--- src/rtl/ram2_ctrl.sv ---
// RAM2 SRAM sequencing controller: arbitrates IF fetch vs MEM data port and times EN/OE/WE strobes.
// Optional one-entry fetch buffer enabled by defining RAM2_CTRL_FETCH_CACHE_EN.
module ram2_ctrl #(
  parameter int ADDR_W    = 16,
  parameter int DATA_W    = 16,
  parameter int RD_CYCLES = 2,
  parameter int WR_PULSE  = 1
) (
  input  logic              clk,
  input  logic              rst,
  input  logic [ADDR_W-1:0] pc,
  input  logic              if_req,
  output logic [DATA_W-1:0] inst_o,
  output logic              inst_valid,
  input  logic              mem_ce,
  input  logic              mem_re,
  input  logic              mem_we,
  input  logic [ADDR_W-1:0] mem_addr_i,
  input  logic [DATA_W-1:0] mem_data_i,
  output logic [DATA_W-1:0] mem_data_o,
  output logic              mem_done,
  output logic              stall_req,
  output logic [ADDR_W-1:0] ram_addr,
  output logic [DATA_W-1:0] ram_data_o,
  input  logic [DATA_W-1:0] ram_data_i,
  output logic              ram_data_oe,
  output logic              ram_en_n,
  output logic              ram_oe_n,
  output logic              ram_we_n
);

  localparam int CNT_MAX = (RD_CYCLES > WR_PULSE) ? RD_CYCLES : WR_PULSE;
  localparam int CNT_W   = $clog2(CNT_MAX + 1);

  typedef enum logic [2:0] {
    ST_IDLE     = 3'd0,
    ST_RD       = 3'd1,
    ST_WR_SETUP = 3'd2,
    ST_WR_PULSE = 3'd3,
    ST_WR_HOLD  = 3'd4,
    ST_DONE     = 3'd5
  } state_e;

  state_e            state_q, state_d;
  logic [CNT_W-1:0]  cnt_q, cnt_d;
  logic              is_fetch_q, is_fetch_d;
  logic [ADDR_W-1:0] addr_q, addr_d;
  logic [DATA_W-1:0] wdata_q, wdata_d;
  logic [DATA_W-1:0] inst_q, inst_d;
  logic              inst_valid_q, inst_valid_d;
  logic [DATA_W-1:0] mem_data_q, mem_data_d;
  logic              mem_done_q, mem_done_d;
  logic              data_oe_q, data_oe_d;
  logic              en_n_q, en_n_d;
  logic              oe_n_q, oe_n_d;
  logic              we_n_q, we_n_d;
  logic              mem_wr_s, mem_rd_s;
  logic              fetch_hit_s;
  logic [DATA_W-1:0] hit_data_s;

`ifdef RAM2_CTRL_FETCH_CACHE_EN
  logic [ADDR_W-1:0] tag_q, tag_d;
  logic [DATA_W-1:0] cdata_q, cdata_d;
  logic              cvalid_q, cvalid_d;

  assign fetch_hit_s = cvalid_q && (tag_q == pc);
  assign hit_data_s  = cdata_q;
`else
  assign fetch_hit_s = 1'b0;
  assign hit_data_s  = {DATA_W{1'b0}};
`endif

  // A write request outranks a read even when both strobes are high.
  assign mem_wr_s = mem_ce & mem_we;
  assign mem_rd_s = mem_ce & mem_re & ~mem_we;

  // Next-state, strobe and result computation.
  always_comb begin
    state_d      = state_q;
    cnt_d        = cnt_q;
    is_fetch_d   = is_fetch_q;
    addr_d       = addr_q;
    wdata_d      = wdata_q;
    inst_d       = inst_q;
    inst_valid_d = 1'b0;
    mem_data_d   = mem_data_q;
    mem_done_d   = 1'b0;
    data_oe_d    = data_oe_q;
    en_n_d       = en_n_q;
    oe_n_d       = oe_n_q;
    we_n_d       = we_n_q;
`ifdef RAM2_CTRL_FETCH_CACHE_EN
    tag_d        = tag_q;
    cdata_d      = cdata_q;
    cvalid_d     = cvalid_q;
`endif
    case (state_q)
      ST_IDLE: begin
        if (mem_wr_s) begin
          state_d   = ST_WR_SETUP;
          addr_d    = mem_addr_i;
          wdata_d   = mem_data_i;
          data_oe_d = 1'b1;
          en_n_d    = 1'b0;
          oe_n_d    = 1'b1;
          we_n_d    = 1'b1;
`ifdef RAM2_CTRL_FETCH_CACHE_EN
          if (tag_q == mem_addr_i) begin
            cvalid_d = 1'b0;
          end else begin
            cvalid_d = cvalid_q;
          end
`endif
        end else if (mem_rd_s) begin
          state_d    = ST_RD;
          addr_d     = mem_addr_i;
          is_fetch_d = 1'b0;
          cnt_d      = {CNT_W{1'b0}};
          data_oe_d  = 1'b0;
          en_n_d     = 1'b0;
          oe_n_d     = 1'b0;
        end else if (if_req && fetch_hit_s) begin
          state_d      = ST_DONE;
          inst_d       = hit_data_s;
          inst_valid_d = 1'b1;
        end else if (if_req) begin
          state_d    = ST_RD;
          addr_d     = pc;
          is_fetch_d = 1'b1;
          cnt_d      = {CNT_W{1'b0}};
          data_oe_d  = 1'b0;
          en_n_d     = 1'b0;
          oe_n_d     = 1'b0;
        end else begin
          state_d = ST_IDLE;
        end
      end
      ST_RD: begin
        if (cnt_q == CNT_W'(RD_CYCLES - 1)) begin
          state_d = ST_DONE;
          en_n_d  = 1'b1;
          oe_n_d  = 1'b1;
          if (is_fetch_q) begin
            inst_d       = ram_data_i;
            inst_valid_d = 1'b1;
`ifdef RAM2_CTRL_FETCH_CACHE_EN
            tag_d    = addr_q;
            cdata_d  = ram_data_i;
            cvalid_d = 1'b1;
`endif
          end else begin
            mem_data_d = ram_data_i;
            mem_done_d = 1'b1;
          end
        end else begin
          cnt_d = cnt_q + CNT_W'(1);
        end
      end
      ST_WR_SETUP: begin
        state_d = ST_WR_PULSE;
        we_n_d  = 1'b0;
        cnt_d   = {CNT_W{1'b0}};
      end
      ST_WR_PULSE: begin
        if (cnt_q == CNT_W'(WR_PULSE - 1)) begin
          state_d    = ST_WR_HOLD;
          we_n_d     = 1'b1;
          mem_done_d = 1'b1;
          mem_data_d = {DATA_W{1'b0}};
        end else begin
          cnt_d = cnt_q + CNT_W'(1);
        end
      end
      ST_WR_HOLD: begin
        state_d   = ST_IDLE;
        data_oe_d = 1'b0;
        en_n_d    = 1'b1;
      end
      ST_DONE: begin
        state_d = ST_IDLE;
      end
      default: begin
        state_d   = ST_IDLE;
        data_oe_d = 1'b0;
        en_n_d    = 1'b1;
        oe_n_d    = 1'b1;
        we_n_d    = 1'b1;
      end
    endcase
  end

  // State and output registers; reset also aborts an access mid-pulse.
  always_ff @(posedge clk) begin
    if (rst) begin
      state_q      <= ST_IDLE;
      cnt_q        <= {CNT_W{1'b0}};
      is_fetch_q   <= 1'b0;
      addr_q       <= {ADDR_W{1'b0}};
      wdata_q      <= {DATA_W{1'b0}};
      inst_q       <= {DATA_W{1'b0}};
      inst_valid_q <= 1'b0;
      mem_data_q   <= {DATA_W{1'b0}};
      mem_done_q   <= 1'b0;
      data_oe_q    <= 1'b0;
      en_n_q       <= 1'b1;
      oe_n_q       <= 1'b1;
      we_n_q       <= 1'b1;
`ifdef RAM2_CTRL_FETCH_CACHE_EN
      tag_q        <= {ADDR_W{1'b0}};
      cdata_q      <= {DATA_W{1'b0}};
      cvalid_q     <= 1'b0;
`endif
    end else begin
      state_q      <= state_d;
      cnt_q        <= cnt_d;
      is_fetch_q   <= is_fetch_d;
      addr_q       <= addr_d;
      wdata_q      <= wdata_d;
      inst_q       <= inst_d;
      inst_valid_q <= inst_valid_d;
      mem_data_q   <= mem_data_d;
      mem_done_q   <= mem_done_d;
      data_oe_q    <= data_oe_d;
      en_n_q       <= en_n_d;
      oe_n_q       <= oe_n_d;
      we_n_q       <= we_n_d;
`ifdef RAM2_CTRL_FETCH_CACHE_EN
      tag_q        <= tag_d;
      cdata_q      <= cdata_d;
      cvalid_q     <= cvalid_d;
`endif
    end
  end

  assign inst_o      = inst_q;
  assign inst_valid  = inst_valid_q;
  assign mem_data_o  = mem_data_q;
  assign mem_done    = mem_done_q;
  assign ram_addr    = addr_q;
  assign ram_data_o  = wdata_q;
  assign ram_data_oe = data_oe_q;
  assign ram_en_n    = en_n_q;
  assign ram_oe_n    = oe_n_q;
  assign ram_we_n    = we_n_q;

  // Stall drops in the same cycle the completion pulse appears.
  assign stall_req = (if_req & ~inst_valid_q) |
                     (mem_ce & (mem_re | mem_we) & ~mem_done_q);

endmodule

--- config.mk ---
export PLATFORM = sky130hd
export DESIGN_NAME = ram2_ctrl
export DESIGN_NICKNAME = d
export VERILOG_FILES = /design/src/rtl/ram2_ctrl.sv
export SDC_FILE = /design/constraint.sdc
export NUM_CORES = 1
export LEC_CHECK = 0
export ABC_AREA = 1
export CORE_MARGIN = 4
export CORE_UTILIZATION = 46
export CTS_BUF_LIST = sky130_fd_sc_hd__clkbuf_8 sky130_fd_sc_hd__clkbuf_16
export DETAILED_ROUTE_END_ITERATION = 8
export PLACE_DENSITY = 0.85
export SYNTH_ARGS = -nofsm -noshare
export SYNTH_HDL_FRONTEND = slang
export SYNTH_SLANG_ARGS = --single-unit
export TNS_END_PERCENT = 20
--- constraint.sdc ---
create_clock -name clk -period 3.2 [get_ports clk]
set_input_delay 0.64 -clock clk [delete_from_list [all_inputs] [get_ports clk]]
set_output_delay 0.64 -clock clk [all_outputs]
set_load 0.005 [all_outputs]
After elaboration in Yosys (flattened, before gate mapping):

Cells that the tools add are included.

* output and inout port bits: 71
* word-level logic and storage cells: 106
* flip-flop bits (word level): 76
* bits of input ports: 70

* eq/ne operators: 15
* bitwise gates (word level): 18
* muxes and demuxes: 37
* add/sub/neg operators: 1
* reductions and logical operators: 22

Operators by type and width (number)
* 2-to-1 mux 16 bit: 6
* one-hot mux 16 bit (2 select lines): 1
* 2-to-1 mux 1 bit: 15
* AND reduction 3 bit: 5
* != test 2 bit (second input constant): 7
* 2-to-1 mux 2 bit: 6
* one-hot mux 3 bit (4 select lines): 1
* inverter 1 bit: 10
* OR reduction 3 bit: 3
* one-hot mux 2 bit (4 select lines): 1
* AND reduction 2 bit: 4
* OR reduction 4 bit: 2
* bitwise AND 1 bit: 6
* equality test 3 x 2 -> 1 bit (second input constant): 2
* equality test 3 bit (second input constant): 2
* 2-to-1 mux 3 bit: 2
* one-hot mux 1 bit (3 select lines): 2
* AND reduction 5 bit: 1
* != test 4 bit (second input constant): 1
* one-hot mux 1 bit (2 select lines): 2
* one-hot mux 1 bit (4 select lines): 1
* AND reduction 4 bit: 1
* nonzero test 2 bit: 2
* nonzero test 4 bit: 1
* 8 further kinds: 9

Logic depth before layout (Yosys ltp):

Gate-level depths: netlist of the first run.

* depth after elaboration: 5
* mapped depth: 10
* depth with buffers taken out: 9

Least setup slack after synthesis of the first run:

No wires, ideal clock.

* path kind: input -> output
* start: input port mem_re
* end: output port stall_req
* data arrival time: 1.254 ns
* data required time: 2.560 ns
* path slack: 1.306 ns
* buffers on the path: 1
* stages: 5
* cell sequence: nand2_1 nand2_2 inv_2 buf_2 o22ai_1

* longest elaborated chain between the ends: 4

RTL lines
* from (decl): RTL line 16 `input logic mem_re,`
* bitwise OR 1 bit: RTL line 248 `(mem_ce & (mem_re | mem_we) & ~mem_done_q);`
* bitwise AND 1 bit (2 in series): RTL line 248
* bitwise OR 1 bit: RTL line 247 `assign stall_req = (if_req & ~inst_valid_q) |`
* to (decl): RTL line 22 `output logic stall_req,`

Every way passes these cells.

Worst setup path in the final report of the first run:

* start: input port mem_we
* end: output port stall_req

* longest elaborated chain between the ends: 4

RTL lines
* from (decl): RTL line 17 `input logic mem_we,`
* bitwise OR 1 bit: RTL line 248
* bitwise AND 1 bit (2 in series): RTL line 248
* bitwise OR 1 bit: RTL line 247

Every way passes these cells.

==> flow_metrics.tcl, run 1 <==
set metrics [dict create \
    outcome "completed" \
    overflow 0 \
    tritoncts "done" \
    cts_resized 0 \
    worstPathArrival_ps 2140 \
    coreArea_mm2 0.007214 \
    synthCells 482 \
    routedWlPerCell_um 13.08 \
    tightest_slew_ps 481.9 \
    peakVddDrop_v 0.0003643 \
    critPathBufInv 3 \
    die_area_mm2 0.008844 \
    yosysWarnings 0 \
    synthDistinctLibCells 32 \
    p_sw_mw 1.134 \
    dp_hpwl_mm 6.940 \
    first_pass_iters 4 \
    initial_core_util_pct 47.21 \
    routed_via_density 4.867 \
    worstPathMaxFanout 17 \
    dr.max_layer_used "met4" \
    finalNetCount 691 \
    seq_area_frac_synth_pct 44.67 \
    grt_max_degree 52 \
    cpPeakStageDelay_ps 550 \
    ys_seq_elements 76 \
    intPower_mw 2.393 \
    clkPwrFrac_pct 26.7 \
    worst_ep_required_time_ps 2560 \
    syn_avg_cell_area_um2 7.066 \
    clk_path_buf_depth 2 \
    path_cells "clkdlybuf4s50_1, nand2_1, nand2_2, inv_2, o22ai_1, clkdlybuf4s50_1" \
    gp_congestion 0.8323 \
    synth_top_cell_by_area "dfxtp_1" \
    cellPowerDensity_mw_per_mm2 692.6 \
    cp_top_family "buffers and inverters" \
    utilization_pct 70.59 \
    path_clk_slew_ps 80 \
    synthTopCellsByArea "dfxtp_1 (45%), nand2_1 (14%), nor2_1 (10%)" \
    grt_first_pass_wirelength_mm 15.23 \
    hold_class "register to register" \
    clock_latency_ps 340 \
    critPathSlowestCell "clkdlybuf4s50_1" \
    drc 0 \
    min_period_ps 2776 \
    cp-end-kind "output pin" \
    maxCapViolCount 0 \
    boundaryPins 141 \
    final_cell_mix "clkdlybuf4s50_1 (140), nand2_1 (130), nor2_1 (94), dfxtp_1 (76), a21oi_1 (34)" \
    syn_nets 557 \
    synth_area_mm2 0.003406 \
    hold_buffers 0 \
    antennaDiodeCount 0 \
    slew_violations 0 \
    die_w_um 94.05 \
    slew_headroom_pct 67.75 \
    vias 3504 \
    setup_viol 0 \
    critical_path_class "input port to output pin" \
    die_h_um 94.05 \
    drive_above_1_share_pct 7.729 \
    n_fill_cell 580 \
    min_period_over_period_pct 86.76 \
    critPathMostFrequentCell "clkdlybuf4s50_1" \
    fmax_mhz 360.2 \
    p_leak_nw 2.247 \
    comb_power_share_pct 37.3 \
    antenna_found_initial 0 \
    hold_viol 0 \
    ant_nets 0 \
    whs_ps 461.8 \
    postCtsSetupBuffers 0 \
    port_buffers 140 \
    layout_commonest_cell "clkdlybuf4s50_1" \
    routed_wl_mm 9.419 \
    wl_met1_mm 3.973 \
    grtUsageTotal_pct 21.38 \
    seqPwrFrac_pct 36.0 \
    rows 31 \
    clock-sinks 76 \
    areaGrowthSynthToFinish_pct 49.52 \
    grt_pass1_vias 3291 \
    cp-start-kind "input port" \
    clock_skew_ps 7.279 \
    rsz0062_at_grt "no" \
    setup_tns_ps 0 \
    netlist.area_leader.share_pct 44.67 \
    p_sw_share_pct 32.16 \
    htree_levels 3 \
    cts_buffers 9 \
    drt_iter0_markers 151 \
    wl_met3_um 725 \
    clock-root-buffer "clkbuf_8" \
    route.met2.wl_mm 4.629 \
]
==> metal layers <==
metal / vias up / track usage [%]
met5: - / 0
met1: 1606 / 25.40
met3: 11 / 6.891
met2: 110 / 36.66
li1: 1777 / -
met4: 0 / 6.378
==> cells in the mapped netlist (all sizes together) <==
library cell,n
nor2,104
nand3b,13
clkinv,1
nand2,136
inv,39
nand4,3
clkbuf,7
a21oi,34
and2,1
dfxtp,76
or2,1
nand3,10
ha,5
o21ai,37
o22ai,1
buf,14
==> power by group through the flow <==
stage	Sequential, mW	Combinational (mW)	Clock (mW)
after global placement	1.28	1.27	0
after floorplan	1.30	0.743	0
after global routing	1.30	1.47	1.00
final	1.27	1.32	0.942
after CTS	1.27	1.32	0.957
after detailed placement	1.29	1.31	0
==> path summary, 6_finish.rpt <==
path	from	to	slack (ps)	depth (start not counted)
min reg2reg	ram_oe_n	ram_oe_n	460	2
max	mem_we	stall_req	420	6
min	ram_oe_n	ram_oe_n	460	2
max reg2reg	state_q[2]	ram_data_o[3]	1380	5
==> final cells by class <==
| cell class | instances | area [um^2] | share of cell area (%) |
|---|---|---|---|
| Tap cell | 99 | 123.9 | 2.432 |
| Multi-Input combinational cell | 345 | 1595 | 31.33 |
| Timing Repair Buffer | 144 | 1431 | 28.11 |
| Sequential cell | 76 | 1521 | 29.88 |
| Clock buffer | 9 | 123.9 | 2.432 |
| Inverter | 40 | 157.7 | 3.096 |
| Clock inverter | 7 | 138.9 | 2.727 |
==> worst reg2reg max path: stages, from the launching register on <==
cell	delay (ps)
dfxtp_1	390
nor2_1	280
nand3_2	430
inv_2	400
nand2_1	110
a21oi_1	140
==> state kept, by name, indices dropped and copies added, names as in the netlist <==
register and cells:
inst_o 16, mem_data_o 16, ram_addr 16, ram_data_o 16, state_q 3, cnt_q 2, inst_valid 1, is_fetch_q 1
mem_done 1, ram_data_oe 1, ram_en_n 1, ram_oe_n 1, ram_we_n 1
==> metrics by stage <==
stage	power, mW	worst slack, ps	instances	instance area (um^2)
floorplan	2.038	1306	482	3406
global placement	2.548	475.9	704	4830
detailed placement	2.596	437.2	704	4830
CTS	3.546	416.7	720	5092
global route	3.768	333.9	720	5092
finish	3.527	423.6	720	5092
==> cell families after synthesis <==
| group | after synthesis | share of synthesized area (%) |
|---|---|---|
| DFF | 76 | 44.67 |
| and+or+nand+nor | 268 | 34.06 |
| adders and majority gates | 5 | 1.837 |
| AOI/OAI and AO/OA | 72 | 10.95 |
| buffers and inverters | 61 | 8.486 |
Note: power is estimated with default switching activity, not from simulation.
==> inputs of run 2 (changes only) <==
--- a/config.mk
+++ b/config.mk
@@ -6,11 +6,13 @@
 export NUM_CORES = 1
 export LEC_CHECK = 0
 export ABC_AREA = 1
+export CORE_ASPECT_RATIO = 1.4
 export CORE_MARGIN = 4
-export CORE_UTILIZATION = 46
+export CORE_UTILIZATION = 40
 export CTS_BUF_LIST = sky130_fd_sc_hd__clkbuf_8 sky130_fd_sc_hd__clkbuf_16
 export DETAILED_ROUTE_END_ITERATION = 8
-export PLACE_DENSITY = 0.85
+export HOLD_SLACK_MARGIN = 0.05
+export PLACE_DENSITY = 0.76
 export SYNTH_ARGS = -nofsm -noshare
 export SYNTH_HDL_FRONTEND = slang
 export SYNTH_SLANG_ARGS = --single-unit
==> flow_metrics.tcl, run 2 (same netlist as run 1, synthesis figures left out) <==
set metrics [dict create \
    slew_violations 0 \
    p_sw_share_pct 34.04 \
    slew_headroom_pct 53.16 \
    min_period_over_period_pct 84.87 \
    grt_pass1_vias 3441 \
    finalNetCount 691 \
    rows 39 \
    routed_via_density 4.797 \
    ant_nets 0 \
    grt_max_degree 31 \
    coreArea_mm2 0.008247 \
    worst_ep_required_time_ps 2560 \
    drc 0 \
    hold_path_depth 2 \
    worstPathArrival_ps 2080 \
    final_cell_mix "clkdlybuf4s50_1 (140), nand2_1 (130), nor2_1 (94), dfxtp_1 (76), a21oi_1 (34)" \
    htree_levels 3 \
    boundaryPins 141 \
    die_area_mm2 0.01008 \
    cp-start-kind "input port" \
    initial_core_util_pct 41.30 \
    die_w_um 85.99 \
    drive_above_1_share_pct 7.729 \
    setup_ws_ps 484.0 \
    dpl_cell_area_mm2 0.004846 \
    clock-root-buffer "clkbuf_16" \
    seqPwrFrac_pct 35.9 \
    path_clk_slew_ps 60 \
    rsz0062_at_grt "no" \
    hold_class "register to register" \
    gp_congestion 0.8815 \
    grtUsageTotal_pct 19.27 \
    port_buffers 140 \
    setup_viol 0 \
    areaGrowthSynthToFinish_pct 50.62 \
    layout_commonest_cell "clkdlybuf4s50_1" \
    fmax_mhz 368.2 \
    first_pass_iters 4 \
    intPower_mw 2.338 \
    dr.max_layer_used "met4" \
    p_sw_mw 1.207 \
    drt_iter0_markers 153 \
    cts_buffers 9 \
    clk_path_buf_depth 2 \
    clkPwrFrac_pct 27.2 \
    clock_latency_ps 330 \
    hold_viol 0 \
    postLayoutCellArea_mm2 0.005130 \
    min_period_ps 2716 \
    route.met2.wl_mm 4.783 \
    routedWlPerCell_um 13.32 \
    p_leak_nw 2.257 \
    ff2ff_path_depth 5 \
    overflow 0 \
    wl_met1_mm 3.849 \
    dp_hpwl_mm 7.186 \
    antennaDiodeCount 0 \
    outcome "completed" \
    hold_buffers 0 \
    tightest_slew_ps 698.3 \
    comb_power_share_pct 36.9 \
    antenna_found_initial 0 \
    cts_resized 0 \
    clock-sinks 76 \
    maxCapViolCount 0 \
    routed_wl_mm 9.629 \
    cellPowerDensity_mw_per_mm2 691.1 \
    postCtsSetupBuffers 0 \
    setup_tns_ps 0 \
    grt_first_pass_wirelength_mm 15.57 \
    cp-end-kind "output pin" \
    critical_path_class "input port to output pin" \
    worstPathMaxFanout 17 \
    tritoncts "done" \
    peakVddDrop_v 0.0003527 \
    dpl_worst_slack_ps 483.2 \
    n_fill_cell 754 \
    vias 3468 \
    wl_met3_um 822 \
    clock_skew_ps 7.249 \
    die_h_um 117.2 \
]
## run 2: final cells by class
type | count | area [um^2] | area share [%]
repair buffers | 144 | 1444 | 28.15
multi-input cells | 345 | 1595 | 31.10
flip-flops and latches | 76 | 1521 | 29.66
well taps | 102 | 127.6 | 2.488
inverters | 40 | 157.7 | 3.073
clock buffers | 9 | 225.2 | 4.390
clock inverters | 7 | 58.81 | 1.146
## run 2: path summary, 6_finish.rpt
kind,start,endpoint,slack (ps)
max,mem_we,stall_req,480
min reg2reg,ram_we_n,ram_we_n,460
max reg2reg,state_q[2],ram_data_o[4],1440
min,ram_we_n,ram_we_n,460
## run 2: metrics by stage
stage	hold WS, ps	instances	total power, mW	utilization, %
after floorplan	447.1	482	2.038	-
after global placement	438.7	707	2.569	58.76
after detailed placement	448.3	707	2.604	58.76
after CTS	462.4	723	3.585	62.21
after global routing	479.8	723	3.798	62.21
final	456.2	723	3.545	62.21
## run 2: worst max-delay path, stage by stage
cell             delay (ps)
clkdlybuf4s50_1         480
nand2_1                  90
nand2_2                  80
inv_2                   120
o22ai_1                 140
clkdlybuf4s50_1         530
## run 2: per-layer routing
layer | vias up | GRT usage (%)
met3 | 15 | 6.513
met4 | 0 | 6.969
met5 | - | 0
met2 | 113 | 33.92
met1 | 1566 | 21.53
li1 | 1774 | -
## run 2: power groups by stage
stage | sequential (mW) | combinational [mW] | clock, mW
final | 1.27 | 1.31 | 0.965
after detailed placement | 1.29 | 1.31 | 0
after floorplan | 1.30 | 0.743 | 0
after global placement | 1.28 | 1.29 | 0
after global routing | 1.30 | 1.48 | 1.02
after CTS | 1.27 | 1.32 | 0.990
